===== config.mk =====
export PLATFORM = sky130hd
export DESIGN_NAME = mem_arbiter
export DESIGN_NICKNAME = d
export VERILOG_FILES = /design/src/rtl/wires.sv /design/src/rtl/mem_arbiter.sv
export SDC_FILE = /design/constraint.sdc
export NUM_CORES = 1
export LEC_CHECK = 0
export CAP_MARGIN = 20
export CELL_PAD_IN_SITES_DETAIL_PLACEMENT = 0
export CELL_PAD_IN_SITES_GLOBAL_PLACEMENT = 1
export CORE_MARGIN = 2
export CORE_UTILIZATION = 29
export DETAILED_ROUTE_END_ITERATION = 12
export PLACE_DENSITY_LB_ADDON = 0.1
export SKIP_CTS_REPAIR_TIMING = 1
export SYNTH_ARGS = -nofsm -noshare
export SYNTH_HDL_FRONTEND = slang
export SYNTH_SLANG_ARGS = --single-unit
export TNS_END_PERCENT = 30

===== constraint.sdc =====
create_clock -name clock -period 3.6 [get_ports clock]
set_input_delay 0.36 -clock clock [delete_from_list [all_inputs] [get_ports clock]]
set_output_delay 0.36 -clock clock [all_outputs]
set_load 0.005 [all_outputs]

===== src/rtl/wires.sv =====
// Shared memory-port types plus the register layout of the two-port memory arbiter.
package wires;

   typedef struct packed {
      logic        mem_valid;
      logic        mem_instr;
      logic [31:0] mem_addr;
      logic [31:0] mem_wdata;
      logic [3:0]  mem_wstrb;
   } mem_in_type;

   typedef struct packed {
      logic        mem_ready;
      logic [31:0] mem_rdata;
   } mem_out_type;

   typedef enum logic [1:0] {IDLE, IBUSY, DBUSY} arb_state_type;

   // Encoding of the round-robin flag: which port completed the previous access.
   localparam logic LAST_I = 1'b0;
   localparam logic LAST_D = 1'b1;

   typedef struct packed {
      arb_state_type state;
      logic          last;
      mem_in_type    req;
      logic [31:0]   counter;
   } mem_arbiter_reg_type;

   localparam mem_arbiter_reg_type init_mem_arbiter_reg = '{
      state:   IDLE,
      last:    LAST_I,
      req:     '0,
      counter: '0
   };

endpackage


===== src/rtl/mem_arbiter.sv =====
// Shares one native memory port between instruction fetch and load/store with a registered
// round-robin grant and a per-access timeout watchdog.
module mem_arbiter
   import wires::*;
#(
   parameter int unsigned TIMEOUT = 1023
) (
   input  logic        reset,
   input  logic        clock,
   input  mem_in_type  imem_in,
   output mem_out_type imem_out,
   input  mem_in_type  dmem_in,
   output mem_out_type dmem_out,
   output mem_in_type  mem_in,
   input  mem_out_type mem_out,
   output logic        timeout
);

   // Counter saturates at the top of a $clog2(TIMEOUT+1)-bit range; upper bits stay zero.
   localparam int unsigned CntW    = (TIMEOUT > 0) ? $clog2(TIMEOUT + 1) : 1;
   localparam logic [32:0] CntMaxW = (33'd1 << CntW) - 33'd1;
   localparam logic [31:0] CntMax  = CntMaxW[31:0];

   mem_arbiter_reg_type r, rin;
   mem_out_type         resp;
   logic                done;
   logic [31:0]         cnt_inc;

   always_comb begin
      rin      = r;
      imem_out = '0;
      dmem_out = '0;
      mem_in   = '0;
      timeout  = 1'b0;
      resp     = '0;
      done     = 1'b0;
      cnt_inc  = (r.counter == CntMax) ? r.counter : r.counter + 32'd1;

      unique case (r.state)
         IDLE: begin
            if (dmem_in.mem_valid && (!imem_in.mem_valid || r.last == LAST_I)) begin
               rin.state   = DBUSY;
               rin.req     = dmem_in;
               rin.counter = '0;
            end else if (imem_in.mem_valid) begin
               rin.state   = IBUSY;
               rin.req     = imem_in;
               rin.counter = '0;
            end
         end

         IBUSY, DBUSY: begin
            mem_in           = r.req;
            mem_in.mem_valid = 1'b1;
            if (r.state == IBUSY) begin
               mem_in.mem_instr = 1'b1;
               mem_in.mem_wstrb = '0;
               mem_in.mem_wdata = '0;
            end else begin
               mem_in.mem_instr = 1'b0;
            end

            if (mem_out.mem_ready) begin
               resp = mem_out;
               done = 1'b1;
            end else if (TIMEOUT != 0 && cnt_inc == TIMEOUT) begin
               // Abort: release the owner with an empty response.
               resp.mem_ready = 1'b1;
               timeout        = 1'b1;
               done           = 1'b1;
            end else begin
               rin.counter = cnt_inc;
            end

            if (done) begin
               rin.state = IDLE;
               rin.last  = (r.state == DBUSY) ? LAST_D : LAST_I;
            end

            if (r.state == IBUSY) begin
               imem_out = resp;
            end else begin
               dmem_out = resp;
            end
         end

         default: rin = init_mem_arbiter_reg;
      endcase
   end

   always_ff @(posedge clock or posedge reset) begin
      if (reset) begin
         r <= init_mem_arbiter_reg;
      end else begin
         r <= rin;
      end
   end

endmodule

After elaboration in Yosys (flattened, before gate mapping):

Cells that the tools add are included.

* register bits after elaboration: 103
* output and inout bits: 137
* word-level logic and storage cells: 53

* $add $sub $neg: 1
* equality and inequality tests: 8
* mux-type cells: 26
* bitwise operators: 3
* reductions and logical operators: 9

Operators with widths (count)
* 2-to-1 mux 100 bit: 2
* case mux 68 bit (2 select lines): 1
* 2-to-1 mux 33 bit: 4
* 2-to-1 mux 32 bit: 4
* 2-to-1 mux 70 bit: 1
* == test 32 x 10 -> 1 bit (second input constant): 2
* case mux 32 bit (2 select lines): 1
* 2-to-1 mux 36 bit: 1
* adder 32 x 1 -> 32 bit (second input constant): 1
* 2-to-1 mux 1 bit: 7
* != test 2 bit (second input constant): 3
* AND reduction 2 bit: 3
* 2-to-1 mux 2 bit: 2
* case mux 2 bit (2 select lines): 1
* 2-to-1 mux 3 bit: 1
* != test 3 bit (second input constant): 1
* NOT 1 bit: 3
* AND reduction 3 bit: 1
* == test 2 x 1 -> 1 bit (second input constant): 1
* == test 2 bit (second input constant): 1
* zero test 2 bit: 1
* case mux 1 bit (2 select lines): 1
* OR reduction 2 bit: 1
* logical AND 1 bit: 1
* 2 further kinds: 2

Depth between registers and ports, before layout:

Gate-level depths: netlist of run 1.

* depth in word-level cells: 8
* gate-level depth with buffers: 13
* gate-level depth less buffers: 10

Worst setup path before layout of run 1:

OpenSTA, ideal clock, no wires.

* kind: flip-flop to output port
* from: reg r[1] in the netlist's numbering
* to: out dmem_out[32] in the netlist's numbering
* arrival time: 2.489 ns
* slack: 0.751 ns
* cell stages (with the launch flop): 12
* path buffers: 1
* cell sequence: dfrtp_1 ha_1 and3_4 nand3_2 nor4_4 a22oi_1 a2111oi_0 and3_1 buf_6 and2_1 nor2_1 nor2_1

RTL lines
* start: declaration: RTL line mem_arbiter.sv:24 `mem_arbiter_reg_type r, rin;`
* start signal: assignment: RTL line mem_arbiter.sv:93 `r <= init_mem_arbiter_reg;`
* start signal: assignment: RTL line mem_arbiter.sv:95 `r <= rin;`
* end: declaration: RTL line mem_arbiter.sv:13 `output mem_out_type dmem_out,`

==> summary.md, run 1 <==
| Metric | Value |
|---|---|
| Status | completed |
| Top-area cell type share of the netlist area | 0.3833 |
| Final nets | 1323 |
| FFs w/ async S/R, synth | 1.000 |
| Grt met3 use | 0.04182 |
| Post-synth cell types | 69 |
| CTS tree | yes |
| IO Port Bufs | 309 |
| H-Tree Depth | 3 |
| Post-route insts no fill | 1434 |
| Biggest register | r |
| Synthesis Warnings | 0 |
| Total power draw | 0.007077 W |
| Met1 usage | 0.2643 |
| Clock root buffer | clkbuf_16 |
| Worst setup path class | flip-flop to output pin |
| CP Data Arrival Time | 3130 ps |
| R2r setup slk | 380 ps |
| Cell total after placement | 1410 |
| Syn avg cell area | 7.940 um2 |
| Area of the core | 22710 um2 |
| Setup Skew | 5.917 ps |
| ANT nets after route | 0 |
| Gpl congestion | 0.8184 |
| Slew HR | 0.3520 |
| Layout cells sized above 1 | 0.1036 |
| Worst stage delay on the critical path | 500 ps |
| Gr busiest metal | met2 |
| Tmin final | 3489 ps |
| Initial DRC count | 510 |
| LEAKAGE | 4.366 nW |
| CP cell instances | nor4_4 -> nand3_2 -> nor4_4 -> buf_4 -> a311oi_1 -> a2111oi_0 -> and3_2 -> and2_1 -> nor2_1 -> nor2_1 -> dlymetal6s2s_1 |
| Final hold violation count | 0 |
| WL final | 25830 um |
| Post-Syn Area | 6725 um2 |
| Most used DFF post-synth | dfrtp_1 |
| Clk Latency, worst-skew pair | 350 ps |
| DIE WIDTH | 156.3 um |
| I/O pin count | 312 |
| CP Capture Type | output pin |
| Max Clock Freq | 286.6 MHz |
| Largest family of logic cells by synthesized area | simple AND/OR/NAND/NOR gates |
| Worst-path fanout max | 4 |
| Met2 usage | 0.3547 |
| FF-to-FF path depth | 11 |
| Area Growth Syn to Fin | 58.98% |
| Worst Path Required | 3240 ps |
| Final core utilization | 0.4708 |
| Max-slew violations | 0 |
| Most common cell in the netlist | nor2_1 |
| Starting Density | 0.2961 |
| Cells after Synth | 847 |
| Final WS setup | 111.4 ps |
| Detailed Routing Iterations Pass 1 | 5 |
| Vias per inst | 5.113 |
| Area contributors post-synth | dfrtp_1 (38%), nor2_1 (12%), a221oi_1 (8.9%) |
| CP max stage cell | a2111oi_0 |
| Antenna violations before repair | 1 |
| Post-DP HPWL | 18330 um |
| Syn_nets | 1026 |
| Max reg flops | 103 |
| Number of global-route vias before repair | 7076 |
| Post-synth EDFFs | 0 |
| Slew @ Worst Pin | 972.1 ps |
| Via Count | 7332 |
| Mux cell area share after synthesis | 0.005209 |
| Pre-CTS setup slack | 85.99 ps |
| Maxcap violations | 0 |
| Post-Synth XOR/XNOR Area | 0.01433 |
| Setup TNS | 0 ps |
| Drt drc | 0 |
| TritonCTS Buffers | 9 |
| Setup violators final | 0 |
| Ratio of final minimum period to clock period | 0.9691 |
| Post-synthesis adder-cell area fraction | 0.007442 |
| Global Route Usage Sum | 0.2039 |
| Largest net degree at the start of global routing | 75 |
| Synth area leader | dfrtp_1 |
| RR Startpoint | r[16] |
| Simple-gate area share of the yosys netlist | 0.3565 |
| Synth Area in Compound Gates | 0.1767 |
| Die Y | 156.3 um |
| Gr ovfl total | 0 |
| Hold WC Path Type | primary input to asynchronous set/reset pin |
| Max Buffers Root-to-Sink | 2 |
| Row cnt | 55 |
| Number of synthesized register bits | 103 |
| PD cells | 661.9 nW/um2 |
| CTS sink cnt | 103 |
| Clock slew at reported path FFs | 80 ps |
| Top post-synthesis cells by count | nor2_1 (219), dfrtp_1 (103), and2_1 (77) |
| Seq/Total Area, Yosys | 0.3833 |
| WL per Instance | 18.01 um |
| Peak supply drop | 644.0 uV |
| Reg-to-Reg End | r[11] |
| First-pass GRT wire length | 39440 um |
| Top flop regs | r: 103 flops |
| Number of antenna diodes | 0 |
| Die area | 24430 um2 |
| CP Launch Type | flip-flop |
[cells in the final DEF, fill, tap and decap left out, drive strengths merged, types with 3 or more instances in the layout]
cell	count
clkbuf	9
a21o	3
or2	3
a31oi	5
inv	11
or4	7
and2	78
nor4	15
o211ai	3
a221oi	68
o211a	4
clkinv	4
nand2	77
nand3	35
dfrtp	103
o22ai	3
ha	4
and3	10
nor3	9
o41ai	3
xnor2	9
o311ai	7
a21oi	3
dlymetal6s2s	3
nand2b	4
clkdlybuf4s50	305
nand4	17
and4	3
o31ai	17
buf	61
o21ai	9
nor2	219
a211o	5
[per-layer routing]
metal | part of all wire | routed length, um
met1 | 0.44 | 11260
met2 | 0.49 | 12620
met3 | 0.064 | 1662
met4 | 0.010 | 261
met5 | 0.00070 | 18
[worst max-delay path, delay by kind of cell, from the launching register on]
family / cells / cell delay (ps)
flops: 1 / 460
simple gates: 7 / 1440
buf+inv: 2 / 320
compound gates: 2 / 540
[worst max-delay path by stage]
stage	start	endpoint
global route	r[16]	dmem_out[32]
detailed placement	r[17]	imem_out[32]
floorplan	reset	r[0]
CTS	r[17]	imem_out[32]
finish	r[16]	dmem_out[32]
global placement	r[17]	imem_out[32]
[through the flow]
stage          instance area (um2)  hold WS [ps]
4_1_cts                      10560         383.4
3_5_place_dp                 10270         491.2
2_1_floorplan                 6725         472.4
3_3_place_gp                 10270         482.2
6_report                     10690         366.7
5_1_grt                      10690         395.5
[kinds of logic (layout without fill, tap and decap cells)]
kind of cell | after synthesis | in the layout
AOI/OAI and AO/OA | 145 | 145
xor gates and xnor gates | 11 | 11
adders and majority gates | 4 | 4
buffers and inverters | 91 | 393
DFF | 103 | 103
muxes | 3 | 3
and+or+nand+nor | 490 | 490
[cell type report]
| type | count | area [um2] |
|---|---|---|
| Sequential cell | 103 | 2585 |
| Clock inverter | 7 | 65.06 |
| Inverter | 8 | 32.53 |
| Tap cell | 285 | 356.6 |
| Multi-Input combinational cell | 653 | 3856 |
| Clock buffer | 9 | 225.2 |
| Timing Repair Buffer | 369 | 3571 |
| Fill cell | 2254 | 12020 |
[report_power, final]
part / total [W] / switching [W] / internal, W / leakage [nW]
clock network: 0.000987 / 0.000501 / 0.000486 / 0.144
logic: 0.00431 / 0.00230 / 0.00202 / 2.94
registers: 0.00178 / 0.000173 / 0.00160 / 1.28
(Power assumes the default switching activity.)
==> run 2: changes to the inputs <==
--- a/config.mk
+++ b/config.mk
@@ -8,6 +8,7 @@
 export CAP_MARGIN = 20
 export CELL_PAD_IN_SITES_DETAIL_PLACEMENT = 0
 export CELL_PAD_IN_SITES_GLOBAL_PLACEMENT = 1
+export CORE_ASPECT_RATIO = 0.6
 export CORE_MARGIN = 2
 export CORE_UTILIZATION = 29
 export DETAILED_ROUTE_END_ITERATION = 12
==> run 2 against run 1 <==
  * Register-to-register slack lost 20 ps
  * Critical path type unchanged
  * Cell count is 2.6% higher
  * Global-route usage up 2.2 points
  * Sequential cell count stayed put
  * Sequential share of layout area shrank 0.19 points
  * Hold slack gained 42 ps
  * Non-clock buffer count up 6
  * The flow now finishes with violations (setup timing)
  * Die area up 0.16%
  * Largest power group unchanged
==> summary.md, run 2 (synthesis results as in run 1) <==
| Metric | Value |
|---|---|
| Status | finished, violations left |
| Failing checks | setup timing |
| Die Y | 122.0 um (-22%) |
| Commonest cells after routing, fill and taps aside | clkdlybuf4s50_1 (307), nor2_1 (218), dfrtp_1 (99) |
| CP Launch Type | flip-flop |
| CTS sink cnt | 103 (unchanged) |
| Starting Density | 0.2934 (-0.002716) |
| Fillcell total | 2257 (+0.13%) |
| Tmin final | 3764 ps (+275.0 ps) |
| Slew HR | 0.4648 (+0.1129) |
| Final nets | 1329 (+0.45%) |
| Reg-to-Reg End | r[6] |
| Worst stage delay on the critical path | 500 ps (about the same) |
| Setup TNS | -324.6 ps (-324.6 ps) |
| Worst setup path class | flip-flop to output pin |
| Gr ovfl total | 0 (unchanged) |
| IO Port Bufs | 309 (unchanged) |
| Antenna violations before repair | 0 (-1) |
| ANT nets after route | 0 (unchanged) |
| RR Startpoint | r[0] |
| Max Clock Freq | 265.7 MHz (-7.3%) |
| Max-slew violations | 0 (unchanged) |
| Gpl congestion | 0.8709 (+6.4%) |
| Peak supply drop | 422.5 uV (-34%) |
| TritonCTS Buffers | 9 (unchanged) |
| CP Capture Type | output pin |
| Number of global-route vias before repair | 7122 (+0.65%) |
| Row cnt | 43 (-22%) |
| CP max stage cell | clkdlybuf4s50_1 |
| Layout cells sized above 1 | 0.1030 (-0.0005380) |
| FF-to-FF path depth | 12 (+1) |
| Maxcap violations | 0 (unchanged) |
| Drt drc | 0 (unchanged) |
| RSZ-0062 raised after global routing | true |
| Clk Latency, worst-skew pair | 360 ps (about the same) |
| Vias per inst | 5.064 (-0.96%) |
| Via Count | 7449 (+1.6%) |
| Setup violators final | 2 (+2) |
| Clock slew at reported path FFs | 80 ps (about the same) |
| Hold WC Path Type | primary input to asynchronous set/reset pin |
| CP Data Arrival Time | 3400 ps (+270 ps) |
| Post-route insts no fill | 1471 (+2.6%) |
| Cell total after placement | 1452 (+3.0%) |
| Max Buffers Root-to-Sink | 2 (unchanged) |
| Initial DRC count | 545 (+6.9%) |
| LEAKAGE | 4.359 nW (-0.15%) |
| DIE WIDTH | 200.6 um (+28%) |
| Ratio of final minimum period to clock period | 1.045 (+0.07638) |
| H-Tree Depth | 3 (unchanged) |
| Clock root buffer | clkbuf_16 |
| Commonest non-fill, non-tap cell in the layout | clkdlybuf4s50_1 |
| Detailed Routing Iterations Pass 1 | 5 (unchanged) |
| I/O pin count | 312 (unchanged) |
| Worst-path fanout max | 5 (+1) |
| Max reg flops | 103 (unchanged) |
| Worst Path Required | 3240 ps (about the same) |
| Biggest register | r |
| Final hold violation count | 0 (unchanged) |
| Crit-path leading delay family | simple AND/OR/NAND/NOR gates |
| WL final | 28150 um (+9.0%) |
| Area Growth Syn to Fin | 60.09% |
| Global Route Usage Sum | 0.2262 (+0.02229) |
| Area of the core | 22920 um2 (+0.93%) |
| PD cells | 667.4 nW/um2 (+0.83%) |
| WL per Instance | 19.14 um (+6.3%) |
| Slew @ Worst Pin | 802.7 ps (-169.3 ps) |
| Die area | 24460 um2 (+0.16%) |
| Largest net degree at the start of global routing | 70 (-6.7%) |
| CTS tree | yes |
| First-pass GRT wire length | 42890 um (+8.7%) |
| R2r setup slk | 360 ps (-20 ps) |
| Crit path buf inv count | 2 (unchanged) |
| CP cell instances | buf_4 -> nand4_1 -> nor4_4 -> and2_4 -> a31oi_1 -> a2111oi_0 -> and3_1 -> and2_4 -> nor2_1 -> nor2_1 -> clkdlybuf4s50_1 |
| Post-DP HPWL | 20590 um (+12%) |
| Setup Skew | 8.352 ps (+2.436 ps) |
| Final WS setup | -163.6 ps (-275.0 ps) |
| Top flop regs | r: 103 flops |
| Worst path depth | 11 (unchanged) |
## run 2: final cells by class
type | instances | area [um2] | area share
Tap cell | 315 | 394.1 | 0.03661
Sequential cell | 103 | 2582 | 0.2399
Multi-Input combinational cell | 653 | 3842 | 0.3569
Clock inverter | 7 | 63.81 | 0.005927
Antenna cell | 1 | 2.502 | 0.0002324
Clock buffer | 9 | 225.2 | 0.02092
Inverter | 8 | 32.53 | 0.003021
Timing Repair Buffer | 375 | 3623 | 0.3365
## run 2: per-stage QoR
| step | worst slack, ps | total power [W] | hold WS [ps] | area, um2 | util |
|---|---|---|---|---|---|
| final | -163.6 | 0.007185 | 409.1 | 10770 | 0.4698 |
| after global routing | -284.2 | 0.007745 | 443.2 | 10760 | 0.4696 |
| after CTS | -310.3 | 0.007295 | 429.9 | 10700 | 0.4667 |
| after detailed placement | 113.6 | 0.006266 | 491.1 | 10410 | 0.4541 |
| after global placement | 56.48 | 0.006258 | 481.7 | 10410 | 0.4541 |
| after floorplan | 536.2 | 0.004028 | 472.4 | 6725 | - |
## run 2: worst max-delay path by stage
stage,to,start
6_report,imem_out[32],r[18]
2_1_floorplan,r[0],reset
4_1_cts,timeout,r[19]
3_5_place_dp,timeout,r[19]
3_3_place_gp,timeout,r[19]
5_1_grt,dmem_out[32],r[15]
## run 2: power by group
| group | switching, W | leakage (nW) | total (W) | internal [W] |
|---|---|---|---|---|
| Combinational | 0.00235 | 2.93 | 0.00440 | 0.00206 |
| Clock | 0.000513 | 0.142 | 0.00100 | 0.000488 |
| Sequential | 0.000176 | 1.29 | 0.00178 | 0.00160 |
| Total | 0.00304 | 4.36 | 0.00719 | 0.00415 |
## run 2: routing by layer
layer  global-route usage  wire (um)
met1               0.3087      12630
met4              0.04444        289
met2               0.3509      12570
met3              0.07517       2660
met5                    0          0
==> run 3: changes to the inputs <==
--- a/config.mk
+++ b/config.mk
@@ -5,6 +5,7 @@
 export SDC_FILE = /design/constraint.sdc
 export NUM_CORES = 1
 export LEC_CHECK = 0
+export ABC_CLOCK_PERIOD_IN_PS = 3600
 export CAP_MARGIN = 20
 export CELL_PAD_IN_SITES_DETAIL_PLACEMENT = 0
 export CELL_PAD_IN_SITES_GLOBAL_PLACEMENT = 1
==> results of run 3 <==
The final DEF is identical to that of run 2; final timing and power are the same.
